<file path="src/rtl/arc4_key_search.sv">
// arc4_key_search: steps one arc4 core through candidate keys and reports the
// first key whose decrypted message is entirely printable ASCII (0x20..0x7E).
// A key is abandoned as soon as the core writes one non-printable byte.
module arc4_key_search #(
    parameter logic [23:0] KEY_START = 24'h000000,
    parameter logic [23:0] KEY_STEP  = 24'd1,
    parameter logic [23:0] KEY_MAX   = 24'hFFFFFF
) (
    input  logic        clk,
    input  logic        rst_n,
    input  logic        en,
    output logic        rdy,
    output logic [23:0] key,
    output logic        key_valid,
    output logic [7:0]  ct_addr,
    input  logic [7:0]  ct_rddata,
    input  logic [7:0]  arc_ct_addr,
    output logic        arc_en,
    input  logic        arc_rdy,
    output logic        arc_rst_n,
    output logic [23:0] arc_key,
    input  logic [7:0]  arc_pt_addr,
    input  logic [7:0]  arc_pt_wrdata,
    input  logic        arc_pt_wren
);

    typedef enum logic [2:0] {
        S_IDLE,
        S_READ_LEN,
        S_LATCH_LEN,
        S_START,
        S_RUN,
        S_ABORT,
        S_NEXT,
        S_DONE
    } state_t;

    state_t      r_state;
    logic [7:0]  r_len;
    logic [23:0] r_cur_key;
    logic [23:0] r_key;
    logic        r_key_valid;
    logic        r_arc_en;
    logic        r_first;

    logic        w_pt_checked;
    logic        w_pt_bad;
    logic [24:0] w_next_key;

    // Only message bytes 1..len are judged; the length byte and overruns are not.
    assign w_pt_checked = arc_pt_wren && (arc_pt_addr != 8'd0) && (arc_pt_addr <= r_len);
    assign w_pt_bad     = w_pt_checked && ((arc_pt_wrdata < 8'h20) || (arc_pt_wrdata > 8'h7E));
    // One extra bit so that stepping past 24'hFFFFFF is seen as exhaustion, not a wrap.
    assign w_next_key   = {1'b0, r_cur_key} + {1'b0, KEY_STEP};

    assign rdy       = (r_state == S_IDLE) || (r_state == S_DONE);
    assign key       = r_key;
    assign key_valid = r_key_valid;
    assign arc_en    = r_arc_en;
    assign arc_key   = r_cur_key;
    // The shared ct port belongs to the core only while it may be running.
    assign ct_addr   = ((r_state == S_START) || (r_state == S_RUN)) ? arc_ct_addr : 8'd0;
    // The core is held in reset with the block, and kicked for one cycle on abort.
    assign arc_rst_n = rst_n && (r_state != S_ABORT);

    // Search sequencer: length fetch, per-key launch, monitoring and result capture.
    always_ff @(posedge clk or negedge rst_n) begin
        if (!rst_n) begin
            r_state     <= S_IDLE;
            r_len       <= 8'd0;
            r_cur_key   <= KEY_START;
            r_key       <= 24'd0;
            r_key_valid <= 1'b0;
            r_arc_en    <= 1'b0;
            r_first     <= 1'b0;
        end else begin
            case (r_state)
                S_IDLE, S_DONE: begin
                    if (en) begin
                        r_state     <= S_READ_LEN;
                        r_key_valid <= 1'b0;
                        r_cur_key   <= KEY_START;
                    end
                end
                S_READ_LEN: begin
                    r_state <= S_LATCH_LEN;
                end
                S_LATCH_LEN: begin
                    r_len <= ct_rddata;
                    if (ct_rddata == 8'd0) begin
                        // An empty message is trivially printable for any key.
                        r_state     <= S_DONE;
                        r_key       <= KEY_START;
                        r_key_valid <= 1'b1;
                    end else begin
                        r_state <= S_START;
                    end
                end
                S_START: begin
                    if (arc_rdy) begin
                        r_arc_en <= 1'b1;
                        r_first  <= 1'b1;
                        r_state  <= S_RUN;
                    end
                end
                S_RUN: begin
                    r_arc_en <= 1'b0;
                    r_first  <= 1'b0;
                    // arc_rdy is stale during the launch cycle, so it is not trusted then.
                    if (w_pt_bad) begin
                        r_state <= S_ABORT;
                    end else if (!r_first && arc_rdy) begin
                        r_state     <= S_DONE;
                        r_key       <= r_cur_key;
                        r_key_valid <= 1'b1;
                    end
                end
                S_ABORT: begin
                    r_state <= S_NEXT;
                end
                S_NEXT: begin
                    if (w_next_key > {1'b0, KEY_MAX}) begin
                        r_state     <= S_DONE;
                        r_key       <= 24'd0;
                        r_key_valid <= 1'b0;
                    end else begin
                        r_cur_key <= w_next_key[23:0];
                        r_state   <= S_START;
                    end
                end
                default: begin
                    r_state <= S_IDLE;
                end
            endcase
        end
    end

endmodule

</file>
<file path="config.mk">
export PLATFORM = sky130hd
export DESIGN_NAME = arc4_key_search
export DESIGN_NICKNAME = d
export VERILOG_FILES = /design/src/rtl/arc4_key_search.sv
export SDC_FILE = /design/constraint.sdc
export NUM_CORES = 1
export LEC_CHECK = 0
export ABC_CLOCK_PERIOD_IN_PS = 4100
export BUFFER_PORTS_ARGS = -buffer_cell sky130_fd_sc_hd__buf_2
export CORE_MARGIN = 2
export CORE_UTILIZATION = 38
export DETAILED_ROUTE_END_ITERATION = 6
export PLACE_DENSITY = 0.67
export SETUP_SLACK_MARGIN = 0.4
export SYNTH_ARGS = -nofsm -noshare
export SYNTH_HDL_FRONTEND = slang
export SYNTH_SLANG_ARGS = --single-unit
</file>
<file path="constraint.sdc">
create_clock -name clk -period 4.1 [get_ports clk]
set_input_delay 0.41 -clock clk [delete_from_list [all_inputs] [get_ports clk]]
set_output_delay 0.41 -clock clk [all_outputs]
set_load 0.05 [all_outputs]
</file>
# Word level (Yosys, flattened, before mapping)
# Index checks and enable logic that the tools add are counted.
# totals
wordCells	73
regBits	61
out_inout_bits	60
inputBits	37
# classes
order_cmp	4
n_eq_ne	16
muxes	24
n_addsub	1
n_reduce_logical	22
# op_table
cell	n
24-bit 2-to-1 mux	6
24-bit case mux with 3 select lines	1
24-bit case mux with 2 select lines	1
24-bit by 1-bit adder with 25-bit output (second input constant)	1
25-bit by 24-bit > comparator with 1-bit output (second input constant)	1
3-bit case mux with 7 select lines	1
3-bit 2-to-1 mux	6
3-bit == test (second input constant)	4
2-bit inequality test (second input constant)	6
8-bit by 7-bit > comparator with 1-bit output (second input constant)	1
8-bit <= comparator	1
8-bit logical NOT	1
8-bit by 6-bit < comparator with 1-bit output (second input constant)	1
8-bit 2-to-1 mux	1
8-bit nonzero test	1
3-bit by 2-bit == test with 1-bit output (second input constant)	2
1-bit 2-to-1 mux	6
3-bit AND reduction	2
6-bit AND reduction	1
1-bit logical AND	5
5-bit AND reduction	1
1-bit case mux with 4 select lines	1
2-bit nonzero test	2
4-bit nonzero test	1
other kinds (11)	13

# Logic depth before layout (Yosys ltp)
# depth
ltp_word	6
ltp_mapped	11

# Worst setup path before layout
# OpenSTA, ideal clock, no wires.
# synth_path
kind	reg-to-reg
startpoint	register r_cur_key[1], in the netlist arc_key[1]
endpoint	register r_key[0], in the netlist key[0]
t_required_ps	3979
slack_ps	868
t_arrival_ps	3111
path_stages_with_launch	11
path_buffers	1
setup_time_ps	121
cell_sequence	dfrtp_1 -> ha_1 -> nand3_2 -> nor3_1 -> xnor2_1 -> a2111o_1 -> nor4_2 -> a211oi_1 -> a211o_4 -> buf_6 -> a22o_1
# synth_between
elab_chain_len	4
# synth_rtl
item	line	source
start: declaration	40	logic [23:0] r_cur_key;
start signal: assignment	127	r_cur_key <= w_next_key[23:0];
24-bit by 1-bit adder with 25-bit output	54	assign w_next_key = {1'b0, r_cur_key} + {1'b0, KEY_STEP};
25-bit by 24-bit > comparator with 1-bit output	122	if (w_next_key > {1'b0, KEY_MAX}) begin
2-bit inequality test (no line)	--	
5-bit AND reduction (no line)	--	
end signal: assignment	114	r_key <= r_cur_key;
end: declaration	41	logic [23:0] r_key;
# Every way passes these cells.
# A chain may end at the register's enable or synchronous reset.

# Worst setup path after layout
# layout_path
startpoint	register r_cur_key[1], in the netlist arc_key[1]
endpoint	register r_key[19], in the netlist key[19]
# Same word-level chain as after synthesis.

==> flow_summary.toml <==
[run]
cap_viol_max_count = 0

[pwr]
p_sw_frac = 0.4655
power_switching_mw = 1.239
share_clk_of_total_power = 0.232
irDropWorstVdd_mv = 0.2610
share_seq_of_total_power = 0.339
intPower_mw = 1.422
power.density_mw_per_mm2 = 594.9
comb_power_frac = 0.429
post-layout-total-power_mw = 2.662
leakagePower_nw = 2.134

[final_layout]
total_nets_final = 548
filler_cell_count = 933
finish.utilization = 0.4819
number_of_antenna_cells_inserted = 0
drive_above_1_share = 0.2648
flow.area_growth_from_synthesis_pct = 22.01

[floorplan]
height_of_the_die_um = 102.2
io_pins = 97
die-area_mm2 = 0.01045
floorplan.initialDensity = 0.3950
design.core.area_mm2 = 0.009284
dieWidth_um = 102.2
rows = 35

[yosys]
synth_cell_types = 60
post_synth_inst_count = 413
synth_enable_flop_cells = 0
post_synth_instance_area_mm2 = 0.003667
yosys_warnings = 0
seq_area_frac_synth = 0.4162
synth.avg_cell_area_um2 = 8.880
synth_fp_nets = 460
async_flop_share = 1.000
ys_dominant_reg_cell = "sky130_fd_sc_hd__dfrtp_1"
ys_seq_elements = 61

[place]
place.gp.congestion = 0.9168
hpwlAfterDp_mm = 7.939
port_buffers = 96

[sta]
finalCritPeriodShare = 0.8223
setup_viol = 0
transition_at_the_pin_with_the_smallest_max_transition_slack_ns = 0.9274
setup_total_negative_slack_ns = 0
finalMaxSlewViolations = 0
rsz_0062_raised_after_global_routing = "false"
final.hold.worst_slack_ns = 0.2857
slew_headroom = 0.3795
max_freq_mhz = 296.6
final_critical_delay_including_setup_and_external_delays_ns = 3.371
worst_skew_ns = 0.01709
final_hold_viol_count = 0

[global_route]
largest_net_degree_at_the_start_of_global_routing = 62
grt_pass1_wl_mm = 17.93
initial_antenna_violation_count = 0
groute.usage.overall = 0.2231
via_count_of_the_first_global_routing_pass = 3358
gr-total-overflow = 0

[setup_path]
critical_path.endpoint_type = "register"
critical_path_peak_fanout = 25
r2r_cells = 9
crit_path_max_incr_delay_ns = 0.51
worst_r2r_startpoint = "arc_key[1]$_DFFE_PN0P_"
cp.required_ns = 4.33
timing.critical_path.from_type = "register"
cpMaxStageDelayCell = "sky130_fd_sc_hd__dfrtp_1"
critical_path_class = "register to register"
crit_path_cell_trace = "ha_1 > nand3_2 > nor3_2 > xnor2_1 > a2111o_1 > nor4_2 > a211oi_1 > a211o_4 > a22o_1"
setup.reg_to_reg.worst_slack_ns = 0.73
timing.critical_path.arrival_ns = 3.60
crit-reg2reg-capture = "key[19]$_DFFE_PN0P_"

[clock_network]
cts_setup_buffers = 0
clock_tree.htree_level_count = 3
cts_num_sinks = 61
tritoncts = "yes"
cts.reportedPaths.clkPinSlew_ns = 0.08
numCtsBuffers = 9
clk_latency_ns = 0.35
clk_path_buf_depth = 2
cts_root_buffer = "sky130_fd_sc_hd__clkbuf_8"

[drt]
num_vias = 3598
detail_route.vias_per_cell = 5.666
drc_errors = 0
finalWirelength_mm = 10.98
post_drt_wl_per_cell_um = 17.29
drtPass1Iterations = 5
ant_nets = 0
drt_first_iter_violations = 200

[run_status]
run_status = "complete, no violations"

[min_path]
hold_path_class = "input pin to asynchronous set/reset pin"
==> registers in the layout, summed over array words and instances, names as in the netlist <==
name / flops
key_valid: 1
arc_key: 24
r_first: 1
r_state: 3
key: 24
r_len: 8
==> cell usage in the layout, fill, tap and decap left out, types with 3 or more instances in the layout <==
cell,instances
sky130_fd_sc_hd__buf_4,7
sky130_fd_sc_hd__ha_1,10
sky130_fd_sc_hd__xor2_1,5
sky130_fd_sc_hd__a22o_1,25
sky130_fd_sc_hd__clkbuf_8,11
sky130_fd_sc_hd__buf_2,96
sky130_fd_sc_hd__and3_1,5
sky130_fd_sc_hd__xnor2_1,3
sky130_fd_sc_hd__and4_1,3
sky130_fd_sc_hd__nand2_1,40
sky130_fd_sc_hd__and2_1,13
sky130_fd_sc_hd__nor3_1,10
sky130_fd_sc_hd__nand4_1,17
sky130_fd_sc_hd__nor3_2,3
sky130_fd_sc_hd__nor4_2,3
sky130_fd_sc_hd__a31oi_1,8
sky130_fd_sc_hd__nor2_1,31
sky130_fd_sc_hd__o21ai_0,37
sky130_fd_sc_hd__nor2b_1,3
sky130_fd_sc_hd__a21oi_1,18
sky130_fd_sc_hd__or3_1,4
sky130_fd_sc_hd__a21o_1,3
sky130_fd_sc_hd__dfrtp_1,61
sky130_fd_sc_hd__inv_1,15
sky130_fd_sc_hd__nand2b_1,6
sky130_fd_sc_hd__nand3_1,18
sky130_fd_sc_hd__o31ai_1,3
sky130_fd_sc_hd__or4_1,3
==> layout make-up <==
| type | instances | area [µm²] | share of cell area |
|---|---|---|---|
| multi-input combinational | 311 | 1971 | 0.4404 |
| sequential | 61 | 1526 | 0.3412 |
| timing repair buffer | 103 | 533.0 | 0.1191 |
| tap | 129 | 161.4 | 0.03607 |
| clock buffer | 13 | 158.9 | 0.03551 |
| clock inverter | 3 | 67.56 | 0.01510 |
| inverter | 15 | 56.30 | 0.01258 |
==> critical path: cells and delay by family, from the launching register on <==
kind | cells | cell delay (ns)
flip-flops | 1 | 0.51
AO/OA/AOI/OAI | 4 | 1.29
XOR/XNOR | 1 | 0.18
AND/OR/NAND/NOR | 3 | 0.90
adder cells (fa/ha/maj) | 1 | 0.36
==> cell families after synthesis <==
group,after synthesis,share of synthesized area
simple gates,172,0.2501
compound gates,117,0.2167
flops,61,0.4162
buf+inv,41,0.05220
fa+ha+maj,10,0.03412
xor+xnor,8,0.01911
mux,4,0.01160
==> layer usage <==
layer,track usage,up-vias,part of all wire
li1,-,1710,-
met1,0.3196,1725,0.46
met2,0.3355,143,0.46
met3,0.04514,20,0.060
met4,0.07897,0,0.019
met5,0,-,0
==> power groups by stage <==
stage               registers (mW)  logic (mW)  clock network (mW)
CTS                          0.898        1.15               0.637
finish                       0.901        1.14               0.619
floorplan                     1.01       0.739                   0
global placement             0.903        1.12                   0
global route                 0.928        1.25               0.663
detailed placement           0.909        1.14                   0
==> repair_timing <==
item	4_1_cts	5_1_grt
endpoints found under the setup margin	0	25
resized for setup	0	3
hold buffers	0	0
==> metrics by stage <==
stage | std cells | setup WS [ns] | cell area (µm²)
2_1_floorplan | 413 | 0.8683 | 3667
3_3_place_gp | 619 | 0.6634 | 4232
3_5_place_dp | 619 | 0.6573 | 4232
4_1_cts | 635 | 0.6190 | 4458
5_1_grt | 635 | 0.4751 | 4474
6_report | 635 | 0.7286 | 4474
==> synthesized netlist by cell type, types with 8 or more instances <==
cell | count | share of area
sky130_fd_sc_hd__dfrtp_1 | 61 | 0.42
sky130_fd_sc_hd__nand2_1 | 40 | 0.041
sky130_fd_sc_hd__o21ai_0 | 37 | 0.050
sky130_fd_sc_hd__nor2_1 | 31 | 0.032
sky130_fd_sc_hd__a22o_1 | 25 | 0.060
sky130_fd_sc_hd__a21oi_1 | 18 | 0.025
sky130_fd_sc_hd__nand3_1 | 18 | 0.025
sky130_fd_sc_hd__nand4_1 | 17 | 0.029
sky130_fd_sc_hd__inv_1 | 15 | 0.015
sky130_fd_sc_hd__and2_1 | 13 | 0.022
sky130_fd_sc_hd__clkbuf_1 | 13 | 0.013
sky130_fd_sc_hd__nor3_1 | 13 | 0.018
sky130_fd_sc_hd__ha_1 | 10 | 0.034
sky130_fd_sc_hd__a31oi_1 | 8 | 0.014
==> worst max path at each step <==
stage | from | to | cells after the start | slack, ns
floorplan | arc_key[1]$_DFFE_PN0P_ | key[0]$_DFFE_PN0P_ | 10 | 0.87
global placement | arc_key[1]$_DFFE_PN0P_ | key[0]$_DFFE_PN0P_ | 9 | 0.66
detailed placement | arc_key[1]$_DFFE_PN0P_ | key[2]$_DFFE_PN0P_ | 9 | 0.66
CTS | arc_key[1]$_DFFE_PN0P_ | key[2]$_DFFE_PN0P_ | 9 | 0.62
global route | arc_key[1]$_DFFE_PN0P_ | key[19]$_DFFE_PN0P_ | 9 | 0.48
finish | arc_key[1]$_DFFE_PN0P_ | key[19]$_DFFE_PN0P_ | 9 | 0.73
No activity file was read; power rests on OpenSTA's default activity.
